`src/rtl/float_addsub_seq.sv`:
```
// Issue/retire sequencer in front of the fixed-latency float add core: one op in flight,
// subtract becomes add with B's sign flipped. Optional sticky overflow via FLOAT_SEQ_STICKY_OVF_EN.
module float_addsub_seq #(
    parameter int LAT = 3
) (
    input  logic        clk,
    input  logic        rst,
    input  logic        cmd_valid,
    output logic        cmd_ready,
    input  logic        cmd_op,
    input  logic [31:0] cmd_a,
    input  logic [31:0] cmd_b,
    output logic [31:0] core_a,
    output logic [31:0] core_b,
    input  logic [31:0] core_s,
    input  logic        core_ovf,
    output logic        res_valid,
    input  logic        res_ready,
    output logic [31:0] res_s,
    output logic        res_ovf,
    output logic        busy,
    output logic        ovf_sticky,
    input  logic        clr_ovf
);

    typedef enum logic [1:0] {IDLE, BUSY, DONE} state_t;

    state_t     state, state_nx;
    logic [3:0] cnt;
    logic       accept;
    logic       capture;

    assign accept  = (state == IDLE) && cmd_valid;
    assign capture = (state == BUSY) && (cnt == 4'd0);

    always_ff @(posedge clk) begin
        if (rst) state <= IDLE;
        else     state <= state_nx;
    end

    always_comb begin
        state_nx = state;
        case (state)
            IDLE:    if (cmd_valid) state_nx = BUSY;
            BUSY:    if (cnt == 4'd0) state_nx = DONE;
            DONE:    if (res_ready) state_nx = IDLE;
            default: state_nx = IDLE;
        endcase
    end

    // Operands stay put after accept so the core sees stable inputs for the whole latency.
    always_ff @(posedge clk) begin
        if (rst) begin
            cnt     <= 4'd0;
            core_a  <= 32'd0;
            core_b  <= 32'd0;
            res_s   <= 32'd0;
            res_ovf <= 1'b0;
        end else begin
            if (accept) begin
                core_a <= cmd_a;
                core_b <= cmd_op ? (cmd_b ^ 32'h8000_0000) : cmd_b;
                cnt    <= 4'(LAT);
            end else if (state == BUSY && cnt != 4'd0) begin
                cnt <= cnt - 4'd1;
            end
            if (capture) begin
                res_s   <= core_s;
                res_ovf <= core_ovf;
            end
        end
    end

    assign cmd_ready = (state == IDLE);
    assign res_valid = (state == DONE);
    assign busy      = (state != IDLE);

`ifdef FLOAT_SEQ_STICKY_OVF_EN
    // A new overflow outranks a simultaneous clear so no event is lost.
    always_ff @(posedge clk) begin
        if (rst)                        ovf_sticky <= 1'b0;
        else if (capture && core_ovf)   ovf_sticky <= 1'b1;
        else if (clr_ovf)               ovf_sticky <= 1'b0;
    end
`else
    logic unused_clr_ovf;
    assign unused_clr_ovf = clr_ovf;
    assign ovf_sticky     = 1'b0;
`endif

endmodule

```
`config.mk`:
```
export PLATFORM = sky130hd
export DESIGN_NAME = float_addsub_seq
export DESIGN_NICKNAME = d
export VERILOG_FILES = /design/src/rtl/float_addsub_seq.sv
export SDC_FILE = /design/constraint.sdc
export NUM_CORES = 1
export LEC_CHECK = 0
export ABC_AREA = 1
export CAP_MARGIN = 10
export CORE_AREA = 5 5 101 103
export CTS_CLUSTER_DIAMETER = 120
export CTS_CLUSTER_SIZE = 8
export DETAILED_ROUTE_END_ITERATION = 10
export DIE_AREA = 0 0 106 108
export GPL_TIMING_DRIVEN = 0
export PLACE_DENSITY = 0.81
export SYNTH_ARGS = -nofsm -noshare
export SYNTH_HDL_FRONTEND = slang
export SYNTH_SLANG_ARGS = --single-unit
export TNS_END_PERCENT = 5
```
`constraint.sdc`:
```
create_clock -name clk -period 2.5 [get_ports clk]
set_input_delay 0.625 -clock clk [delete_from_list [all_inputs] [get_ports clk]]
set_output_delay 0.625 -clock clk [all_outputs]
set_load 0.02 [all_outputs]
```
Word-level counts from Yosys, hierarchy flattened
Index checks and enable logic that the tools add are counted.
- register bits: 103
- input bits: 103
- output and inout port bits: 101
- word-level logic and storage cells: 31
- add/subtract/negate cells: 1
- eq/ne operators: 5
- mux-type cells: 7
- bitwise gates (word level): 1
- reductions and logical operators: 10
- operator list (cell ; count):
    two-way mux 32 bit ; 1
    two-way mux 2 bit ; 5
    case mux 2 bit (3 select lines) ; 1
    logical NOT 4 bit ; 1
    != test 2 bit, second input constant ; 2
    nonzero test 2 bit ; 2
    nonzero test 4 bit ; 1
    subtractor 4 x 1 -> 4 bit, second input constant ; 1
    logical AND 1 bit ; 3
    AND reduction 3 bit ; 1
    == test 2 x 1 -> 1 bit, second input constant ; 1
    == test 2 bit, second input constant ; 1
    logical NOT 2 bit ; 1
    != test 2 x 1 -> 1 bit, second input constant ; 1
    OR reduction 2 bit ; 1
    inverter 1 bit ; 1

Longest topological paths before layout
- depth after elaboration: 4
- mapped depth: 8
- gate-level depth less buffers: 8

Worst setup path before layout
No wires, ideal clock.
- kind: flip-flop to output port
- start point: register state[1]
- end point: output res_valid
- arrival: 0.742 ns
- data required time: 1.875 ns
- setup slack: 1.133 ns
- stages on the path, launching flop included: 3
- buffers on the path: 0
- cells stage by stage: dfxtp_1 -> inv_2 -> nor2_1
- longest elaborated chain between the ends: 1
- RTL lines (what ; RTL line ; text):
    from (decl) ; 28 ; state_t state, state_nx;
    from (signal assigned) ; 38 ; else state <= state_nx;
    == test 2 bit ; 75 ; assign res_valid = (state == DONE);
    to (decl) ; 17 ; output logic res_valid,
Every way passes these cells.

Worst setup path after layout
Same ends and word-level chain as after synthesis.

==> flow_summary.toml <==
[run_status]
status = "finished, final reports clean"

[yosys]
yosys_warnings = 0
syn_area_per_cell_um2 = 7.96
synth-edff-count = 0
async_flop_share = 0
synth_cell_types = 27
ys_ff_latch = 103
synthTopCellsByArea = "dfxtp_1 (55%), nor2_1 (20%), o21ai_1 (6.6%)"
synthesis.area_um2 = 3760
ys.flop_type = "dfxtp_1"
yosysMostFrequentCell = "nor2_1"
synthTopCellsByCount = "nor2_1 (199), dfxtp_1 (103), o21ai_1 (50)"
syn_inst = 473
syn-num-nets = 577
yosysTopAreaCell = "dfxtp_1"
synth_top_area_frac = 0.548
ys_seq_area_frac = 0.548

[power]
p_per_area_nw_per_um2 = 664
ir_drop_uv = 328
leakagePower_nw = 2.44

[clock_tree]
cts_hold_buf = 0
path_clk_slew_ns = 0.10
cts_sinks = 103
post_cts_buffers = 0
clk_latency_ns = 0.35
numCtsBuffers = 9
clock_path_buffers = 2
clockRootBuffer = "clkbuf_8"
cts_resized = 0
cts.htree.levels = 3
cts_tree = "yes"

[detailed_routing]
drt_iter0_markers = 152
drc = 0
wl_met2_um = 5420
ant_nets = 0
m1WireLength_um = 4860
viasPerCell = 4.79
routed-wl-met3_um = 1230
num_vias = 3828
wire_per_inst_um = 14.7
routed_wl_um = 11700
dr.pass1.iters = 4
top_layer = "met4"

[die]
die_height_um = 108
ios = 204
die-area_um2 = 11400
fp.coreArea_um2 = 9110
die_w_um = 106
row_count = 35
floorplan.initialDensity = 0.413

[critical_path]
cp_cell_sequence = "inv_2, nor2_1, clkdlybuf4s50_1"
cp-start-kind = "flop"
arrival_ns = 1.54
path_max_fanout = 2
ff2ff_setup_slack_ns = 1.03
crit_type = "reg -> out"
cpPeakStageDelay_ns = 0.62
required_ns = 1.88
cpMaxStageDelayCell = "clkdlybuf4s50_1"
end_kind = "output port"

[place]
dp_hpwl_um = 9230
gp_congestion = 0.772
io_buffers = 201

[flow_run]
maxCapViolCount = 0

[global_routing]
track_usage = 0.197
grt_max_degree = 17
grt_pass1_vias = 3782
antenna_found_initial = 0
grt_first_pass_wirelength_um = 18300
grt_overflow = 0

[timing]
hold_ws_ns = 0.486
finalCritPeriodShare = 0.868
rsz0062_at_grt = "no"
hold_violations = 0
min_period_ns = 2.17
tns_ns = 0
slew_viol_final = 0
setup_violations = 0
finClkSkew_ns = 0.0108
fmax_mhz = 461

[hold_path]
hp-class = "reg -> reg"

[layout]
diodes = 0
areaGrowthSynthToFinish_pct = 61.5
drive_gt1_frac = 0.0653
final_nets = 789
## sequential cells by signal, summed over array words and instances (netlist names)
signal and cells:
cnt 4, core_a 32, core_b 32, res_ovf 1, res_s 32, state 2
## routing by layer
metal	GRT usage	vias to the layer above
met4	0.0666	0
met5	0	-
met2	0.334	167
met1	0.227	1720
li1	-	1922
met3	0.0800	19
## through the flow
stage / area (um2) / util / power [mW] / instances / worst slack (ns)
global route: 6080 / 0.667 / 4.26 / 800 / 0.222
detailed placement: 5920 / 0.649 / 3.16 / 785 / 0.313
CTS: 6080 / 0.667 / 4.09 / 800 / 0.297
global placement: 5920 / 0.649 / 3.13 / 785 / 0.322
finish: 6080 / 0.667 / 4.04 / 800 / 0.330
floorplan: 3760 / - / 2.55 / 473 / 1.13
## worst max-delay path: cells and delay by family, from the launching register on
| family | cells | cell delay (ns) |
|---|---|---|
| flops | 1 | 0.40 |
| simple gates | 1 | 0.12 |
| buf+inv | 2 | 0.69 |
## report_power, final
part           internal, mW  switching [mW]
Combinational         0.596           0.620
Clock                 0.364           0.551
Sequential             1.82          0.0901
## cells by family after synthesis
group | share of synthesized area
AND/OR/NAND/NOR | 0.235
flip-flops | 0.548
AO/OA/AOI/OAI | 0.136
buffers and inverters | 0.0721
XOR/XNOR | 0.00465
adder cells (fa/ha/maj) | 0.00332
other | 0.000996
## path summary, 6_finish.rpt
path	end	cells past startpoint	from
setup reg to reg	res_s[12]	6	cnt[0]
hold / removal	res_ovf	2	res_ovf
setup / recovery	res_valid	3	state[1]
hold reg to reg	res_ovf	2	res_ovf
## cell type report
class,count,area [um2]
buffer,31,220
fill,754,3030
clock buffer,11,131
tap,111,139
multi-input combinational,326,1430
inverter,13,51.3
sequential,103,2060
clock inverter,4,32.5
timing repair buffer,201,2010
## placed cells by master (no fill, tap or decap)
cell type / netlist / routed
a21boi_1: 1 / 1
a21oi_1: 4 / 4
buf_1: 1 / 1
buf_2: 3 / 3
buf_4: 6 / 6
buf_6: 10 / 10
clkbuf_1: 9 / 11
clkbuf_2: 2 / 2
clkbuf_8: 0 / 9
clkdlybuf4s50_1: 0 / 201
clkinv_4: 0 / 1
clkinvlp_4: 0 / 2
conb_1: 1 / 1
dfxtp_1: 103 / 103
ha_1: 1 / 1
inv_1: 8 / 8
inv_2: 4 / 4
inv_4: 1 / 1
inv_6: 0 / 1
nand2_1: 9 / 9
nand2_4: 1 / 1
nand3_1: 5 / 5
nand3_4: 1 / 1
nand4_1: 1 / 1
nor2_1: 199 / 199
nor2_2: 2 / 2
nor2_4: 1 / 1
nor2_8: 1 / 1
o21ai_0: 47 / 47
o21ai_1: 50 / 50
xnor2_1: 1 / 1
xor2_1: 1 / 1
No activity file was read; power rests on OpenSTA's default activity.
